<file path="config.mk">
export PLATFORM = sky130hd
export DESIGN_NAME = argmax_layer
export DESIGN_NICKNAME = d
export VERILOG_FILES = /design/src/rtl/argmax_layer.sv
export SDC_FILE = /design/constraint.sdc
export NUM_CORES = 1
export LEC_CHECK = 0
export ABC_AREA = 1
export CAP_MARGIN = 40
export CORE_ASPECT_RATIO = 0.7
export CORE_MARGIN = 10
export CORE_UTILIZATION = 49
export CTS_BUF_LIST = sky130_fd_sc_hd__clkbuf_2
export DETAILED_ROUTE_END_ITERATION = 8
export GPL_TIMING_DRIVEN = 0
export PLACE_DENSITY = 0.78
export SKIP_CTS_REPAIR_TIMING = 1
export SLEW_MARGIN = 0
export SYNTH_ARGS = -nofsm -noshare
export SYNTH_HDL_FRONTEND = slang
export SYNTH_SLANG_ARGS = --single-unit
</file>
<file path="constraint.sdc">
create_clock -name clk_i -period 2.4 [get_ports clk_i]
set_clock_uncertainty 0.05 [all_clocks]
set_input_delay 0.36 -clock clk_i [delete_from_list [all_inputs] [get_ports clk_i]]
set_output_delay 0.36 -clock clk_i [all_outputs]
set_load 0.1 [all_outputs]
</file>
<file path="src/rtl/argmax_layer.sv">
// Serial argmax over one captured score vector, result held under a valid/yumi handshake.
// Optional ARGMAX_MARGIN_EN adds a second-best tracker and the saturated margin_o output.
module argmax_layer #(
    parameter int unsigned WORD_SIZE    = 16,
    parameter int unsigned INT_BITS     = 4,
    parameter int unsigned LAYER_HEIGHT = 10,
    localparam int unsigned INDEX_WIDTH = $clog2(LAYER_HEIGHT)
) (
    input  logic                             clk_i,
    input  logic                             reset_n_i,
    input  logic                             valid_i,
    output logic                             ready_o,
    input  logic [LAYER_HEIGHT*WORD_SIZE-1:0] data_i,
    output logic                             valid_o,
    input  logic                             yumi_i,
    output logic [INDEX_WIDTH-1:0]           class_o,
    output logic [WORD_SIZE-1:0]             data_o
`ifdef ARGMAX_MARGIN_EN
    ,
    output logic [WORD_SIZE-1:0]             margin_o
`endif
);

    if (LAYER_HEIGHT < 2) begin : g_bad_height
        $error("argmax_layer: LAYER_HEIGHT must be at least 2");
    end
    if (INT_BITS < 1 || INT_BITS > WORD_SIZE) begin : g_bad_int_bits
        $error("argmax_layer: INT_BITS must lie in 1..WORD_SIZE");
    end

    localparam logic [INDEX_WIDTH-1:0] LAST_IDX = INDEX_WIDTH'(LAYER_HEIGHT - 1);

    typedef enum logic [1:0] {
        IDLE,
        SCAN,
        DONE
    } state_t;

    state_t                                   state_q, state_d;
    logic [LAYER_HEIGHT-1:0][WORD_SIZE-1:0]   vec_q, vec_d;
    logic [INDEX_WIDTH-1:0]                   idx_q, idx_d;
    logic signed [WORD_SIZE-1:0]              best_q, best_d;
    logic [INDEX_WIDTH-1:0]                   best_idx_q, best_idx_d;
    logic [INDEX_WIDTH-1:0]                   class_q, class_d;
    logic [WORD_SIZE-1:0]                     data_q, data_d;
    logic signed [WORD_SIZE-1:0]              cand;

`ifdef ARGMAX_MARGIN_EN
    localparam logic [WORD_SIZE-1:0] MOST_NEG = {1'b1, {(WORD_SIZE-1){1'b0}}};
    localparam logic [WORD_SIZE-1:0] MOST_POS = {1'b0, {(WORD_SIZE-1){1'b1}}};

    logic signed [WORD_SIZE-1:0]              second_q, second_d;
    logic [WORD_SIZE-1:0]                     margin_q, margin_d;
    logic signed [WORD_SIZE:0]                diff;
`endif

    always_comb begin
        state_d    = state_q;
        vec_d      = vec_q;
        idx_d      = idx_q;
        best_d     = best_q;
        best_idx_d = best_idx_q;
        class_d    = class_q;
        data_d     = data_q;
        cand       = vec_q[idx_q];
`ifdef ARGMAX_MARGIN_EN
        second_d   = second_q;
        margin_d   = margin_q;
        diff       = '0;
`endif
        unique case (state_q)
            IDLE: begin
                if (valid_i) begin
                    vec_d      = data_i;
                    best_d     = data_i[WORD_SIZE-1:0];
                    best_idx_d = '0;
                    idx_d      = INDEX_WIDTH'(1);
                    state_d    = SCAN;
`ifdef ARGMAX_MARGIN_EN
                    second_d   = MOST_NEG;
`endif
                end
            end
            SCAN: begin
                if (cand > best_q) begin
                    best_d     = cand;
                    best_idx_d = idx_q;
`ifdef ARGMAX_MARGIN_EN
                    second_d   = best_q;
                end else if (cand > second_q) begin
                    second_d   = cand;
`endif
                end
                if (idx_q == LAST_IDX) begin
                    // Result registers load from the final comparison so they stay quiet during scans.
                    state_d = DONE;
                    idx_d   = '0;
                    class_d = best_idx_d;
                    data_d  = best_d;
`ifdef ARGMAX_MARGIN_EN
                    // best >= second, so diff is non-negative; bit WORD_SIZE-1 flags overflow.
                    diff     = {best_d[WORD_SIZE-1], best_d} - {second_d[WORD_SIZE-1], second_d};
                    margin_d = diff[WORD_SIZE-1] ? MOST_POS : diff[WORD_SIZE-1:0];
`endif
                end else begin
                    idx_d = idx_q + INDEX_WIDTH'(1);
                end
            end
            DONE: begin
                if (yumi_i) begin
                    state_d = IDLE;
                end
            end
            default: state_d = IDLE;
        endcase
    end

    always_ff @(posedge clk_i or negedge reset_n_i) begin
        if (!reset_n_i) begin
            state_q    <= IDLE;
            vec_q      <= '0;
            idx_q      <= '0;
            best_q     <= '0;
            best_idx_q <= '0;
            class_q    <= '0;
            data_q     <= '0;
`ifdef ARGMAX_MARGIN_EN
            second_q   <= '0;
            margin_q   <= '0;
`endif
        end else begin
            state_q    <= state_d;
            vec_q      <= vec_d;
            idx_q      <= idx_d;
            best_q     <= best_d;
            best_idx_q <= best_idx_d;
            class_q    <= class_d;
            data_q     <= data_d;
`ifdef ARGMAX_MARGIN_EN
            second_q   <= second_d;
            margin_q   <= margin_d;
`endif
        end
    end

    assign ready_o = (state_q == IDLE);
    assign valid_o = (state_q == DONE);
    assign class_o = class_q;
    assign data_o  = data_q;
`ifdef ARGMAX_MARGIN_EN
    assign margin_o = margin_q;
`endif

endmodule
</file>
==> impl_metrics.env <==
export IMPL_cp_cell_sequence="buf_4, buf_6, clkbuf_4, nand2_1, nand2_1, nand2_1, nand2_2, ha_4, a21oi_1, nand2_1, a21oi_4, nand2_2, nand2_4, buf_4, nand4_1, nand3_2, nand2_1"
export IMPL_antennaDiodeCount=0
export IMPL_syn_inst=1392
export IMPL_clock_latency_ns=0.86
export IMPL_status="finished with violations"
export IMPL_start_util_pct=49.9
export IMPL_yosys_area_share_xor_xnor_pct=0.0845
export IMPL_core_um2=20800
export IMPL_max_stage_delay_ns=0.46
export IMPL_cp_start_kind="flop"
export IMPL_slowest_stage="dfrtp_1"
export IMPL_muxShareOfSynthArea_pct=0
export IMPL_die_area_um2=27500
export IMPL_cp_data_required_time_ns=3.05
export IMPL_seq_area_frac_synth_pct=49.7
export IMPL_synth_compound_area_share_pct=7.74
export IMPL_multi_input_area_um2=4650
export IMPL_synth_top_family_by_area="simple AND/OR/NAND/NOR gates"
export IMPL_cts_made_buffers=50
export IMPL_vias_per_cell=5.30
export IMPL_wirelength_um=35500
export IMPL_cts_tree="built"
export IMPL_path_common_cell="nand2_1"
export IMPL_rr_endpoint="data_o[11]"
export IMPL_hold_class="input port to flop"
export IMPL_p_per_area_nw_per_um2=1630
export IMPL_r2r_cells=17
export IMPL_grt_max_degree=119
export IMPL_cp_end_kind="flop"
export IMPL_postRouteAntennaNets=0
export IMPL_rsz0062_at_grt="true"
export IMPL_timing_final_crit_share_pct=129
export IMPL_holdPathStages=3
export IMPL_synth_simple_gate_area_share_pct=29.6
export IMPL_syn_area_per_cell_um2=7.44
export IMPL_drive_gt1_share_pct=17.7
export IMPL_synth_cell_type_count=28
export IMPL_maxSlewViolCount=0
export IMPL_place_inst=1876
export IMPL_critPathMaxFanout=10
export IMPL_synthAdderAreaFrac_pct=2.17
export IMPL_peakVddDrop_mv=0.944
export IMPL_drv_cap=0
export IMPL_antenna_found_initial=0
export IMPL_p_leak_nw=7.34
export IMPL_min_to="vec_q[142]"
export IMPL_failed_checks="hold timing, setup timing"
export IMPL_cts_num_sinks=206
export IMPL_path_clk_slew_ns=0.11
export IMPL_syn2layout_area_growth_pct=39.0
export IMPL_dr_total_vias=10532
export IMPL_power_total_mw=23.5
export IMPL_hold_viol=1
export IMPL_remaining_drc_errors=0
export IMPL_clock_path_buffers=3
export IMPL_grt_usage_pct=24.0
export IMPL_routabilityCongestion=0.925
export IMPL_drtIter0Drc=1103
export IMPL_root_buffer="clkbuf_2"
export IMPL_grt_pass1_vias=10135
export IMPL_seq_area_um2=5150
export IMPL_die_height_um=142
export IMPL_dp_hpwl_um=25700
export IMPL_slew_headroom_pct=40.1
export IMPL_fillers=1674
export IMPL_r2r_slack_ns=-0.70
export IMPL_ys_ff_latch=206
export IMPL_pin_count=186
export IMPL_hp_start="data_i[142]"
export IMPL_nets=1856
export IMPL_worst_slew_pin_slew_ns=0.899
export IMPL_grt_pass1_wl_um=53200
export IMPL_cp_data_arrival_time_ns=3.75
export IMPL_htreeDepth=2
export IMPL_path_class="flop to flop"
export IMPL_setup_viol=40
export IMPL_yosysWarningCount=0
export IMPL_syn_nets=1574
export IMPL_avgRoutedWirePerCell_um=17.8
export IMPL_hold_slack_ns=-0.0112
export IMPL_die_w_um=194
export IMPL_r2r_start="idx_q[0]"
export IMPL_portBuffers=185
export IMPL_drt_pass1_iterations=5
export IMPL_fmax_ghz=0.323
export IMPL_fin_ws_ns=-0.696
export IMPL_stdcell_count=1987
export IMPL_std_cell_rows=44
export IMPL_syn_cell_area_um2=10400
export IMPL_min_period_ns=3.10
export IMPL_gr_total_overflow=0
[synth_stat cells, drive strengths merged]
library cell | number | area share (%)
ha | 18 | 2.2
nand3 | 142 | 6.9
nand2 | 574 | 21
buf | 56 | 3.1
xor2 | 1 | 0.085
nor2 | 8 | 0.34
inv | 181 | 6.6
a211oi | 1 | 0.072
nor3 | 2 | 0.25
o22ai | 3 | 0.18
a21oi | 6 | 0.29
dfrtp | 206 | 50
o31ai | 1 | 0.072
a21o | 1 | 0.072
nand4 | 21 | 1.3
o21ai | 146 | 7.1
clkbuf | 25 | 0.92
[worst max-delay path, delay by kind of cell, from the launching register on]
family	cells	cell delay (ns)
AO/OA/AOI/OAI	2	0.37
adder cells (fa/ha/maj)	1	0.22
buffers and inverters	4	0.73
AND/OR/NAND/NOR	10	1.10
flip-flops	1	0.46
[worst max-delay path by stage]
stage / from / to / slack, ns / cells after the start
after floorplan: idx_q[0] / class_o[3] / -0.08 / 18
after global placement: reset_n_i / state_q[1] / -7.59 / 1
after detailed placement: idx_q[2] / data_o[0] / -0.76 / 15
after CTS: idx_q[2] / data_o[12] / -0.82 / 15
after global routing: idx_q[0] / best_q[8] / -0.74 / 20
final: idx_q[0] / data_o[11] / -0.70 / 17
[report_power, final]
group	leakage (nW)	total (mW)	internal, mW	switching [mW]
sequential	2.54	5.83	5.15	0.674
clock	0.327	2.28	0.797	1.49
combinational	4.47	15.4	5.76	9.61
[kinds of logic after synthesis]
family / after synthesis
compound gates: 158
xor+xnor: 1
fa+ha+maj: 18
buf+inv: 262
flops: 206
simple gates: 747
[metrics by stage]
step                      utilization [%]  instance area (um^2)  hold slack, ns  TNS (ns)  setup WS (ns)
after floorplan                         -                 10400          0.0144     -2.91        -0.0768
after global routing                 69.4                 14400         0.00603    -28.24         -0.743
after global placement               60.8                 12600           0.411  -1580.85          -7.59
after detailed placement             63.0                 13100           0.415    -29.36         -0.758
after CTS                            65.0                 13500          -0.431    -32.03         -0.819
final                                69.4                 14400         -0.0112    -25.42         -0.696
[placed cells by master, fill, tap and decap left out, types with 8 or more instances in the layout]
cell type,Yosys,final
clkbuf_1,24,20
nand3_2,0,45
ha_1,18,9
buf_2,46,27
dlygate4sd3_1,0,14
nand2_1,571,537
ha_4,0,9
buf_4,3,16
buf_6,6,13
clkbuf_4,0,8
inv_2,20,20
clkdlybuf4s50_1,0,171
buf_16,0,8
nand2_4,1,10
nand2_2,2,27
nand3_1,142,94
dfrtp_1,206,206
buf_8,0,13
nand4_1,21,21
clkbuf_2,1,76
clkinv_1,0,15
buf_12,0,10
inv_1,160,160
o21ai_0,145,139
[final cells by class]
class,count,area share [%]
multi-input cells,924,32.3
plain buffers,81,3.84
clock buffers,71,2.47
clock inverters,18,0.504
inverters,181,4.79
flip-flops and latches,206,35.8
well taps,276,2.40
repair buffers,230,18.0
[layer usage]
layer	GRT usage [%]	vias to the layer above	wire, um
li1	-	4914	-
met1	34.2	4962	15800
met2	34.0	575	14900
met3	7.96	81	4060
met4	6.78	0	775
met5	0	-	0
[state kept, by name, summed over array words and instances, names as in the netlist]
signal / cells
best_q: 16
vec_q: 160
data_o: 16
state_q: 2
best_idx_q: 4
class_o: 4
idx_q: 4
Power figures use the tool's default switching activity.
==> RTL change, RTL diff (config.mk and constraints unchanged) <==
Take the reset off `data_q` and load it in a clocked block of its own.
--- a/src/rtl/argmax_layer.sv
+++ b/src/rtl/argmax_layer.sv
@@ -125,3 +125,2 @@
             class_q    <= '0;
-            data_q     <= '0;
 `ifdef ARGMAX_MARGIN_EN
@@ -137,3 +136,2 @@
             class_q    <= class_d;
-            data_q     <= data_d;
 `ifdef ARGMAX_MARGIN_EN
@@ -143,2 +141,6 @@
         end
+    end
+
+    always_ff @(posedge clk_i) begin
+        data_q <= data_d;
     end
Behaviour: same outputs for any inputs over 10 cycles, from zero or initial values and one cycle with reset_n_i low; that may be too few to reach the edited logic, so the function may still have changed.
==> RTL change against the original RTL <==
- design area is 1.8% higher
- synthesized cell count is 2.4% lower
- largest power group unchanged
- critical path type unchanged
- sequential cell count stayed put
- wire length hardly changed
- setup slack worse by 0.038 ns
- highest routed layer unchanged
- the flow finishes with violations (negative setup slack)
- power is 3.6% higher
- worst hold slack better by 0.016 ns
- largest cell class unchanged
- synthesized area is 0.13% lower
- die area is 0.12% lower
==> RTL change: results (changes against the original RTL) <==
Run status
  – Status: finished with violations (unchanged)
  – Failing checks: negative setup slack (was negative hold slack, negative setup slack)

Yosys
  – Ranking of synthesized cells by area: dfrtp_1, nand2_1, inv_1 (was dfrtp_1, nand2_1, o21ai_0)
  – Post-synth cell types: 29 (was 28)
  – Syn Area/Cell: 7.62 um2 (was 7.44 um2)
  – Number of synthesized flops with an enable pin: 16 (was 0)
  – Synth Net Count: 1540 (was 1574)
  – Synth cell count leaders: nand2_1, dfrtp_1, inv_1 (unchanged)

Routing
  – Number of detailed-route iterations in the first pass: 6 (was 5)
  – DR WL/cell: 18.1 um (was 17.8 um)
  – Starting DRT DRC Count: 1221 (was 1103)
  – Met2 routed WL: 14600 um (was 14900 um)
  – Met1 WL: 16100 um (was 15800 um)

Critical path
  – Arrival @ worst endpoint: 3.70 ns (was 3.75 ns)
  – Critical Path Slowest Stage Cell: dfrtp_2 (was dfrtp_1)
  – R2R cell count: 16 (was 17)

STA
  – Final worst slack: -0.734 ns (was -0.696 ns)
  – # setup viols final: 40 (unchanged)

Place
  – Post-DP Area: 0.0130 mm2 (was 0.0131 mm2)
  – HPWL after DPL: 25500 um (was 25700 um)
  – Placement Setup Slack: -0.828 ns (was -0.758 ns)
  – GPL Wtd Cong: 0.927 (was 0.925)

Final layout
  – # diodes: 1 (was 0)
  – Multi-input gate area: 0.00480 mm2 (was 0.00465 mm2)
  – Non-CTS buffers: 316 (was 311)

GRT
  – Initial antenna violation count: 1 (was 0)
  – Vias in the first global route: 9610 (was 10100)

Power and ir drop
  – Sw frac: 0.487 (was 0.501)
  – Pwr Total: 24.3 mW (was 23.5 mW)
  – Peak supply drop: 1230 uV (was 944 uV)
[RTL change: cell types whose count changed in the layout (fill, tap and decap cells not counted), moves of 16 or more]
cell	change
o21ai_1	+20
nand3_1	-42
dfrtp_1	-17
edfxtp_1	+16
nand2_1	-39
nand3_2	+24
o21ai_0	-21
[RTL change: stage by stage]
| stage | utilization | hold slack [ns] |
|---|---|---|
| after floorplan | - | 0.0144 |
| after detailed placement | 0.627 | 0.347 |
| after global placement | 0.609 | 0.411 |
| final | 0.706 | 0.00461 |
| after CTS | 0.648 | -0.556 |
| after global routing | 0.706 | 0.00222 |
[RTL change: path summary, 6_finish.rpt]
path	end	slack [ns]
max	data_o[8]	-0.73
min	vec_q[17]	0.005
max reg2reg	data_o[8]	-0.73
min reg2reg	vec_q[143]	0.44
max in group asynchronous	vec_q[63]	1.25
min in group asynchronous	vec_q[49]	0.04
